===== src/rtl/vote_capture.sv =====
// Four-button vote capture: 2-flop synchronizers, per-channel debounce, and an
// IDLE/OPEN/LOCKED window that latches sticky votes for a downstream voter.
`timescale 1ns/1ps

module vote_capture #(
  parameter int unsigned DEBOUNCE_CYCLES = 4,
  parameter int unsigned WINDOW_CYCLES   = 16
) (
  input  logic       clk,
  input  logic       rst_n,
  input  logic [3:0] btn,
  input  logic       start,
  input  logic       clear,
  output logic       a,
  output logic       b,
  output logic       c,
  output logic       d,
  output logic       window_open,
  output logic       vote_valid,
  output logic [7:0] window_left
);

  typedef enum logic [1:0] {IDLE, OPEN, LOCKED} state_e;

  localparam logic [7:0] DEB_LAST = 8'(DEBOUNCE_CYCLES - 1);
  localparam logic [7:0] WIN_LOAD = 8'(WINDOW_CYCLES);

  state_e     state_q, state_d;
  logic [3:0] sync1_q, sync2_q;
  logic [3:0] deb_q, deb_d, deb_prev_q;
  logic [7:0] cnt_q [4];
  logic [7:0] cnt_d [4];
  logic [3:0] rise;
  logic [3:0] votes_q, votes_d;
  logic [7:0] left_q, left_d;

  // NOTE: non-blocking assignments keep sync1 -> sync2 a true two-stage shift.
  always_ff @(posedge clk or negedge rst_n) begin
    if (!rst_n) begin
      sync1_q <= '0;
      sync2_q <= '0;
    end else begin
      sync1_q <= btn;
      sync2_q <= sync1_q;
    end
  end

  // NOTE: every output gets a default first so no path infers a latch.
  always_comb begin
    deb_d = deb_q;
    for (int i = 0; i < 4; i++) begin
      cnt_d[i] = '0;
      if (sync2_q[i] != deb_q[i]) begin
        if (cnt_q[i] == DEB_LAST) deb_d[i] = ~deb_q[i];
        else                      cnt_d[i] = cnt_q[i] + 8'd1;
      end
    end
  end

  always_ff @(posedge clk or negedge rst_n) begin
    if (!rst_n) begin
      deb_q      <= '0;
      deb_prev_q <= '0;
      for (int i = 0; i < 4; i++) cnt_q[i] <= '0;
    end else begin
      deb_q      <= deb_d;
      deb_prev_q <= deb_q;
      for (int i = 0; i < 4; i++) cnt_q[i] <= cnt_d[i];
    end
  end

  // Rise is seen the cycle after the debounced toggle, giving 2 + N + 1 latency.
  assign rise = deb_q & ~deb_prev_q;

  always_ff @(posedge clk or negedge rst_n) begin
    if (!rst_n) begin
      state_q <= IDLE;
      votes_q <= '0;
      left_q  <= '0;
    end else begin
      state_q <= state_d;
      votes_q <= votes_d;
      left_q  <= left_d;
    end
  end

  always_comb begin
    state_d = state_q;
    unique case (state_q)
      IDLE:    if (!clear && start) state_d = OPEN;
      OPEN:    if (clear) state_d = IDLE;
               else if (left_q == 8'd1) state_d = LOCKED;
      LOCKED:  if (clear) state_d = IDLE;
      default: state_d = IDLE;
    endcase
  end

  always_comb begin
    votes_d = votes_q;
    left_d  = left_q;
    unique case (state_q)
      IDLE: begin
        votes_d = '0;
        left_d  = (state_d == OPEN) ? WIN_LOAD : 8'd0;
      end
      OPEN: begin
        if (clear) begin
          votes_d = '0;
          left_d  = '0;
        end else begin
          votes_d = votes_q | rise;
          left_d  = left_q - 8'd1;
        end
      end
      LOCKED: begin
        left_d = '0;
        if (clear) votes_d = '0;
      end
      default: begin
        votes_d = '0;
        left_d  = '0;
      end
    endcase
  end

  always_comb begin
    window_open  = (state_q == OPEN);
    vote_valid   = (state_q == LOCKED);
    {a, b, c, d} = votes_q;
    window_left  = left_q;
  end

endmodule

===== config.mk =====
export PLATFORM = sky130hd
export DESIGN_NAME = vote_capture
export DESIGN_NICKNAME = d
export VERILOG_FILES = /design/src/rtl/vote_capture.sv
export SDC_FILE = /design/constraint.sdc
export NUM_CORES = 1
export LEC_CHECK = 0
export ABC_AREA = 1
export BUFFER_PORTS_ARGS = -buffer_cell sky130_fd_sc_hd__buf_2
export CAP_MARGIN = 10
export CORE_MARGIN = 5
export CORE_UTILIZATION = 56
export CTS_BUF_LIST = sky130_fd_sc_hd__clkbuf_2 sky130_fd_sc_hd__clkbuf_4 sky130_fd_sc_hd__clkbuf_8
export CTS_CLUSTER_SIZE = 24
export DETAILED_ROUTE_END_ITERATION = 6
export GPL_TIMING_DRIVEN = 0
export PLACE_DENSITY = 0.78
export SLEW_MARGIN = 10
export SYNTH_ARGS = -nofsm -noshare
export SYNTH_HDL_FRONTEND = slang
export SYNTH_SLANG_ARGS = --single-unit

===== constraint.sdc =====
create_clock -name clk -period 1.07 [get_ports clk]
set_input_delay 0 -clock clk [delete_from_list [all_inputs] [get_ports clk]]
set_output_delay 0 -clock clk [all_outputs]
set_load 0.1 [all_outputs]

== Yosys cells after proc, flatten, opt, wreduce, memory -nomap -nowiden ==
Cells that the tools add are included.

* Register bits: 62
* Bits of input ports: 8
* Output and inout bits: 14
* Word-level logic and storage cells: 65

* Add/sub/neg operators: 5
* Equality and inequality tests: 13
* Muxes and demuxes: 19
* Bitwise logic cells: 7
* Reductions and logical operators: 7

{| class="wikitable"
|+ Operators by type and width
! operator !! count
|-
| 2-to-1 mux 8 bit || 9
|-
| adder 8 x 1 -> 8 bit, second input constant || 4
|-
| == test 8 x 2 -> 1 bit, second input constant || 4
|-
| one-hot mux 8 bit (2 select lines) || 1
|-
| == test 8 x 1 -> 1 bit, second input constant || 1
|-
| 2-to-1 mux 2 bit || 4
|-
| 2-to-1 mux 4 bit || 2
|-
| one-hot mux 4 bit (2 select lines) || 1
|-
| AND reduction 2 bit || 4
|-
| subtractor 8 x 1 -> 8 bit, second input constant || 1
|-
| one-hot mux 2 bit (3 select lines) || 1
|-
| 2-to-1 mux 5 bit || 1
|-
| bitwise AND 4 bit || 1
|-
| == test 2 x 1 -> 1 bit, second input constant || 2
|-
| inequality test 1 bit || 4
|-
| inverter 1 bit || 4
|-
| inverter 4 bit || 1
|-
| bitwise OR 4 bit || 1
|-
| == test 2 bit, second input constant || 1
|-
| zero test 2 bit || 1
|-
| inequality test 2 bit, second input constant || 1
|-
| logical AND 1 bit || 1
|-
| zero test 1 bit || 1
|}

== Longest topological paths before layout ==
Gate-level depths: netlist of run 1.

* Depth after elaboration: 7
* Gate-level depth with buffers: 6
* Gate-level depth less buffers: 6

== Worst setup path before layout of run 1 ==
OpenSTA, ideal clock, no wires.

* Path type: reg-to-reg
* Start point: register left_q[1], in the netlist window_left[1]
* End point: register left_q[4], in the netlist window_left[4]
* Library setup time: 0.129 ns
* Arrival time: 1.608 ns
* Data required time: 0.941 ns
* Path slack: -0.667 ns
* Cell stages (with the launch flop): 5
* Path buffers: 0
* Clock period less this slack: 1.737 ns
* Cells stage by stage: dfrtp_1 -> inv_1 -> ha_1 -> a21oi_1 -> o21ai_0

* Cells in the longest elaborated chain, start to end: 7

{| class="wikitable"
|+ RTL lines
! element !! RTL line !! text
|-
| from (decl) || 35 || <nowiki>logic [7:0] left_q, left_d;</nowiki>
|-
| from (signal assigned) || 83 || <nowiki>left_q <= left_d;</nowiki>
|-
| == test 8 x 1 -> 1 bit || 92 || <nowiki>else if (left_q == 8'd1) state_d = LOCKED;</nowiki>
|-
| 2-to-1 mux 2 bit || 92 ||
|-
| 2-to-1 mux 2 bit || 91 || <nowiki>OPEN: if (clear) state_d = IDLE;</nowiki>
|-
| one-hot mux 2 bit (3 select lines) || 89 || <nowiki>unique case (state_q)</nowiki>
|-
| == test 2 x 1 -> 1 bit || 104 || <nowiki>left_d = (state_d == OPEN) ? WIN_LOAD : 8'd0;</nowiki>
|-
| 2-to-1 mux 5 bit || 104 ||
|-
| one-hot mux 8 bit (2 select lines) (*) || 101 || <nowiki>unique case (state_q)</nowiki>
|-
| named net left_d[4] || 35 ||
|}

The timed path passes the listed nets; every way through them passes the cells marked *.
A chain may end at the register's enable or synchronous reset.

== Final worst setup path of run 1 ==
* Start point: register state_q[1]
* End point: output vote_valid

* Cells in the longest elaborated chain, start to end: 1

{| class="wikitable"
|+ RTL lines
! element !! RTL line !! text
|-
| from (decl) || 28 || <nowiki>state_e state_q, state_d;</nowiki>
|-
| from (signal assigned) || 81 || <nowiki>state_q <= state_d;</nowiki>
|-
| == test 2 bit || 128 || <nowiki>vote_valid = (state_q == LOCKED);</nowiki>
|-
| to (decl) || 19 || <nowiki>output logic vote_valid,</nowiki>
|}

No other way between the ends.

==> flow_summary.toml, run 1 <==
[power_and_ir_drop]
p_seq_share_pct = 41.8
p_per_area_nw_per_um2 = 1930
total_power_uw = 7700
p_leak_uw = 0.00194
clockPowerShare_pct = 23.7
power_frac_comb_pct = 34.5
ir_worst_vdd_mv = 1.49
cellInternalPower_uw = 4810
p_sw_uw = 2890
swShare_pct = 37.6

[global_route]
antenna_found_initial = 0
gr-usage-met3_pct = 3.95
grt-busiest-layer = "met2"
grt_overflow = 0
grt_pass1_wl_mm = 10.3
global_route.usage.met1_pct = 23.8
grt_pass1_vias = 2350
grt_util_all_layers_pct = 20.6
grt_max_degree = 63
grt_use_met2_pct = 36.7

[critical_path]
arrival_ns = 1.21
critPathTopFamily = "flip-flops"
max_stage_delay_ns = 0.44
crit_type = "reg -> out"
cp_data_required_time_ns = 1.07
r2r-end = "window_left[6]"
crit_slowest_cell = "dfrtp_2"
ff2ff_path_depth = 6
worstPathCellList = "inv_2, nor2_4, buf_12"
path_buf_inv = 2
path_max_fanout = 3
rrSetupSlack_ns = -0.14
r2r_start = "window_left[0]"
start_kind = "flip-flop"
cp-end-kind = "primary output"

[floorplan]
start_util_pct = 56.9
rows = 26
die-area_um2 = 6650
core_area_um2 = 5040
die_y_um = 81.6
io_pins = 22
die_w_um = 81.6

[sta]
setup_tns_ns = -1.01
drv_slew = 0
max_clock_freq_ghz = 0.824
clock_skew_ns = 0.0117
setup_ws_ns = -0.143
tightest_slew_ns = 0.543
rsz0062_at_grt = "true"
slew_headroom_pct = 63.8
layout_min_cycle_time_ns = 1.21
setup_viol = 19
timing.final.crit_share_pct = 113
finalHoldViolCount = 0

[min_path]
hold-path-endpoint = "window_left[7]"
worstHoldPathType = "in -> reg"
hold_path_startpoint = "clear"
hold_path_depth = 5

[synth]
synthCells = 344
yosysSeqAreaShare_pct = 54.1
synth_cell_types = 16
syn-mean-instance-area_um2 = 8.34
syn_nets = 358
ys_warn_count = 0
ys_ff_latch = 62
syn_area_um2 = 2870

[route]
drtAntennaViolNets = 0
vias = 2446
drtIter0Drc = 135
avgViaCountPerCell = 5.07
first_pass_iters = 4
wl_per_cell_um = 14.4
drc_errors = 0
wl_mm = 6.95

[run_status]
outcome = "finished with violations"
violations = "negative setup slack"

[final_layout]
area_delta_synth_final_pct = 39.3
drive_gt1_share_pct = 34.2
fillCellCount = 303
final_area_um2 = 4000
nets = 421
final_cell_mix = "nand2_1, inv_1, dfrtp_1, nor2_1, buf_4"
final_util_pct = 79.2
diodes = 0
final_common_cell = "nand2_1"

[run]
maxCapViolations = 0

[clocking]
root_buffer = "clkbuf_8"
insertion_delay_ns = 0.33
cts_num_sinks = 62
cts-htree-levels = 3
cts_tree = "built"
cts_buffer_depth = 2
cts_buffers = 9
clk_transition_reported_paths_ns = 0.07

[placement]
place_congestion = 0.791
place_area_um2 = 3160
dp_hpwl_mm = 3.65
port_buffers = 21
layer usage:
layer | routed length, um | vias to the layer above
met5 | 0 | -
met4 | 150 | 0
met3 | 212 | 13
met2 | 3900 | 57
met1 | 2680 | 1188
li1 | - | 1188
synthesized netlist by cell type (all sizes together):
cell type / n / area, um2
a21oi: 8 / 40.0
dfrtp: 62 / 1550
nor2: 64 / 243
inv: 63 / 236
nand2: 75 / 282
nand3: 22 / 110
xor2: 6 / 52.6
xnor2: 10 / 95.1
o21ai: 14 / 85.1
ha: 6 / 75.1
nor3: 1 / 16.3
nand4: 13 / 81.3
how the worst max path moves through the flow:
stage / slack [ns] / to / startpoint / depth (start not counted)
floorplan: -0.26 / votes_q[1] / state_q[1] / 4
global placement: -0.35 / window_left[0] / rst_n / 1
detailed placement: -0.20 / cnt_q[24] / sync2_q[0] / 4
CTS: -0.12 / vote_valid / state_q[0] / 3
global route: -0.19 / window_left[6] / window_left[0] / 6
finish: -0.14 / vote_valid / state_q[1] / 3
kinds of logic (layout without fill, tap and decap cells):
logic type | after synthesis | count (layout) | share of synthesized area [%]
compound gates | 22 | 22 | 4.36
xor+xnor | 16 | 16 | 5.15
fa+ha+maj | 6 | 6 | 2.62
buf+inv | 63 | 131 | 8.25
flops | 62 | 62 | 54.1
simple gates | 175 | 175 | 25.5
layout make-up:
class	instances	area, um2	share of cell area [%]
Sequential cell	62	1590	39.7
Multi-Input combinational cell	219	1400	35.0
Timing Repair Buffer	52	495	12.4
Inverter	63	259	6.48
Clock buffer	14	161	4.04
Tap cell	70	87.6	2.19
Clock inverter	2	10.0	0.251
worst min-delay path, delay by kind of cell:
kind / cells / cell delay, ns
buffers and inverters: 2 / 0.25
and+or+nand+nor: 3 / 0.16
power groups by stage:
stage / Combinational [uW] / Clock (uW) / Sequential, uW
2_1_floorplan: 1030 / 0 / 3370
3_3_place_gp: 1630 / 0 / 3100
3_5_place_dp: 1690 / 0 / 3120
4_1_cts: 2010 / 1850 / 3160
5_1_grt: 2900 / 1970 / 3260
6_report: 2650 / 1830 / 3220
per-stage QoR:
step	hold WS [ns]	std cells	worst slack [ns]
floorplan	-0.296	344	-0.260
global placement	0.108	435	-0.352
detailed placement	0.109	435	-0.197
CTS	0.0688	464	-0.120
global route	0.110	482	-0.188
finish	0.115	482	-0.143
flip-flops by register name (all words and copies together), names as in the netlist:
signal and flops:
deb_prev_q 4, window_left 8, sync1_q 4, cnt_q 32, sync2_q 4, state_q 2
votes_q 4, deb_q 4
repair_timing:
action | in CTS | in global routing
setup endpoints to repair | 50 | 51
hold endpoints to repair | 68 | 0
buffers inserted | 7 | 18
hold buffers | 6 | 0
resized for setup | 52 | 66
pin swaps | 8 | 34
No activity file was read; power rests on OpenSTA's default activity.
==> run 2: changes to the inputs <==
--- a/config.mk
+++ b/config.mk
@@ -8,13 +8,15 @@
 export ABC_AREA = 1
 export BUFFER_PORTS_ARGS = -buffer_cell sky130_fd_sc_hd__buf_2
 export CAP_MARGIN = 10
+export CELL_PAD_IN_SITES_DETAIL_PLACEMENT = 1
+export CELL_PAD_IN_SITES_GLOBAL_PLACEMENT = 2
 export CORE_MARGIN = 5
-export CORE_UTILIZATION = 56
+export CORE_UTILIZATION = 40
 export CTS_BUF_LIST = sky130_fd_sc_hd__clkbuf_2 sky130_fd_sc_hd__clkbuf_4 sky130_fd_sc_hd__clkbuf_8
 export CTS_CLUSTER_SIZE = 24
 export DETAILED_ROUTE_END_ITERATION = 6
 export GPL_TIMING_DRIVEN = 0
-export PLACE_DENSITY = 0.78
+export PLACE_DENSITY_LB_ADDON = 0.1
 export SLEW_MARGIN = 10
 export SYNTH_ARGS = -nofsm -noshare
 export SYNTH_HDL_FRONTEND = slang
==> constraint.sdc (replaced) <==
create_clock -name clk -period 1.4 [get_ports clk]
set_input_delay 0 -clock clk [delete_from_list [all_inputs] [get_ports clk]]
set_output_delay 0 -clock clk [all_outputs]
set_load 0.1 [all_outputs]
==> flow_summary.toml, run 2 (synthesis results as in run 1) <==
[run_status]
outcome = "complete, no violations"

[floorplan]
die_y_um = 94.7
rows = 30
die_w_um = 94.7
io_pins = 22
core_area_um2 = 6870
start_util_pct = 41.7
die-area_um2 = 8960

[min_path]
worstHoldPathType = "in -> async"

[final_layout]
drive_gt1_share_pct = 14.2
final_cell_mix = "nand2_1, nor2_1, inv_1, dfrtp_1, nand3_1"
regMostFlops = "cnt_q"
final_util_pct = 49.3
stdcell_count = 484
final_area_um2 = 3390
diodes = 0
final_common_cell = "nand2_1"
largest_register_ffs = 32
nets = 397
area_delta_synth_final_pct = 18.1

[global_route]
grt_overflow = 0
grt_util_all_layers_pct = 15.0
grt_pass1_wl_mm = 10.5
antenna_found_initial = 0
grt_max_degree = 63
grt_pass1_vias = 2348

[clocking]
cts-htree-levels = 3
postCtsSetupRepairBufs = 0
cts_buffers = 9
cts_tree = "built"
insertion_delay_ns = 0.34
clk_transition_reported_paths_ns = 0.08
root_buffer = "clkbuf_8"
cts_buffer_depth = 2
cts_num_sinks = 62

[sta]
slew_headroom_pct = 47.8
tightest_slew_ns = 0.783
timing.final.crit_share_pct = 97.0
finalHoldViolCount = 0
rsz0062_at_grt = "true"
setup_viol = 0
drv_slew = 0
layout_min_cycle_time_ns = 1.36
max_clock_freq_ghz = 0.736
setup_tns_ns = 0
setup_ws_ns = 0.0421
clock_skew_ns = 0.00973

[critical_path]
ff2ff_path_depth = 4
crit_slowest_cell = "buf_2"
crit_type = "reg -> out"
start_kind = "flip-flop"
max_stage_delay_ns = 0.43
cp-end-kind = "primary output"
worstPathCellList = "inv_1, nor2_1, buf_2"
path_max_fanout = 3
cp_data_required_time_ns = 1.40
arrival_ns = 1.36

[route]
wl_per_cell_um = 12.5
first_pass_iters = 4
vias = 2262
wl_mm = 6.04
drc_errors = 0
drtIter0Drc = 100
drtAntennaViolNets = 0
avgViaCountPerCell = 4.67

[power_and_ir_drop]
p_per_area_nw_per_um2 = 1490
p_leak_uw = 0.00176
ir_worst_vdd_mv = 0.728

[placement]
place_area_um2 = 3110
port_buffers = 21
place_congestion = 0.745
dp_hpwl_mm = 4.15
pre_cts_ws_ns = 0.0357
dp.cells = 461

[run]
maxCapViolations = 0
[run 2: changes by cell type in the layout (fill, tap and decap cells not counted), moves of 8 or more]
cell | previous run | this run
buf_2 | 6 | 19
nand2_2 | 9 | 0
buf_4 | 20 | 1
inv_1 | 50 | 62
nor2_1 | 48 | 63
nor2_4 | 10 | 1
buf_6 | 16 | 1
o21ai_0 | 1 | 9
nand2_1 | 65 | 75
[run 2: area by class of cell]
type / count / area (um2)
repair buffers: 28 / 184
inverters: 63 / 236
clock inverters: 6 / 37.5
multi-input cells: 219 / 1110
clock buffers: 10 / 138
fillers: 840 / 3480
flip-flops and latches: 62 / 1560
well taps: 96 / 120
[run 2: report_power, final]
group	switching (uW)	internal (uW)	total [uW]
registers	271	2070	2350
logic	917	390	1310
clock network	722	680	1400
[run 2: path summary, 6_finish.rpt]
check	to	slack, ns	from
max	window_open	0.04	state_q[0]
min in group clk	sync1_q[2]	0.29	btn[2]
max reg2reg	cnt_q[8]	0.17	cnt_q[8]
min reg2reg	sync2_q[3]	0.35	sync1_q[3]
max in group asynchronous	window_left[1]	0.53	rst_n
min	cnt_q[13]	0.29	rst_n
[run 2: per-stage QoR]
step                hold slack [ns]  total power, uW
finish                        0.289             5050
global route                  0.305             5440
CTS                           0.282             5090
detailed placement            0.110             3660
global placement              0.108             3600
floorplan                    -0.296             3300
[run 2: metal layers]
metal | track usage [%] | share of wire [%] | up-vias
li1 | - | - | 1138
met1 | 18.3 | 46 | 1082
met2 | 25.6 | 49 | 34
met3 | 4.22 | 3.9 | 8
met4 | 4.69 | 1.7 | 0
met5 | 0 | 0 | -
[run 2: what timing repair did]
action,in CTS,in global routing
endpoints found under the hold margin,72,0
pin swaps,0,0
hold buffers,7,0
gates resized for setup,1,7
endpoints found under the setup margin,1,7
[run 2: worst max-delay path, delay by kind of cell (launching register included)]
kind / cells / cell delay, ns
flops: 1 / 0.40
simple gates: 1 / 0.09
buf+inv: 2 / 0.54
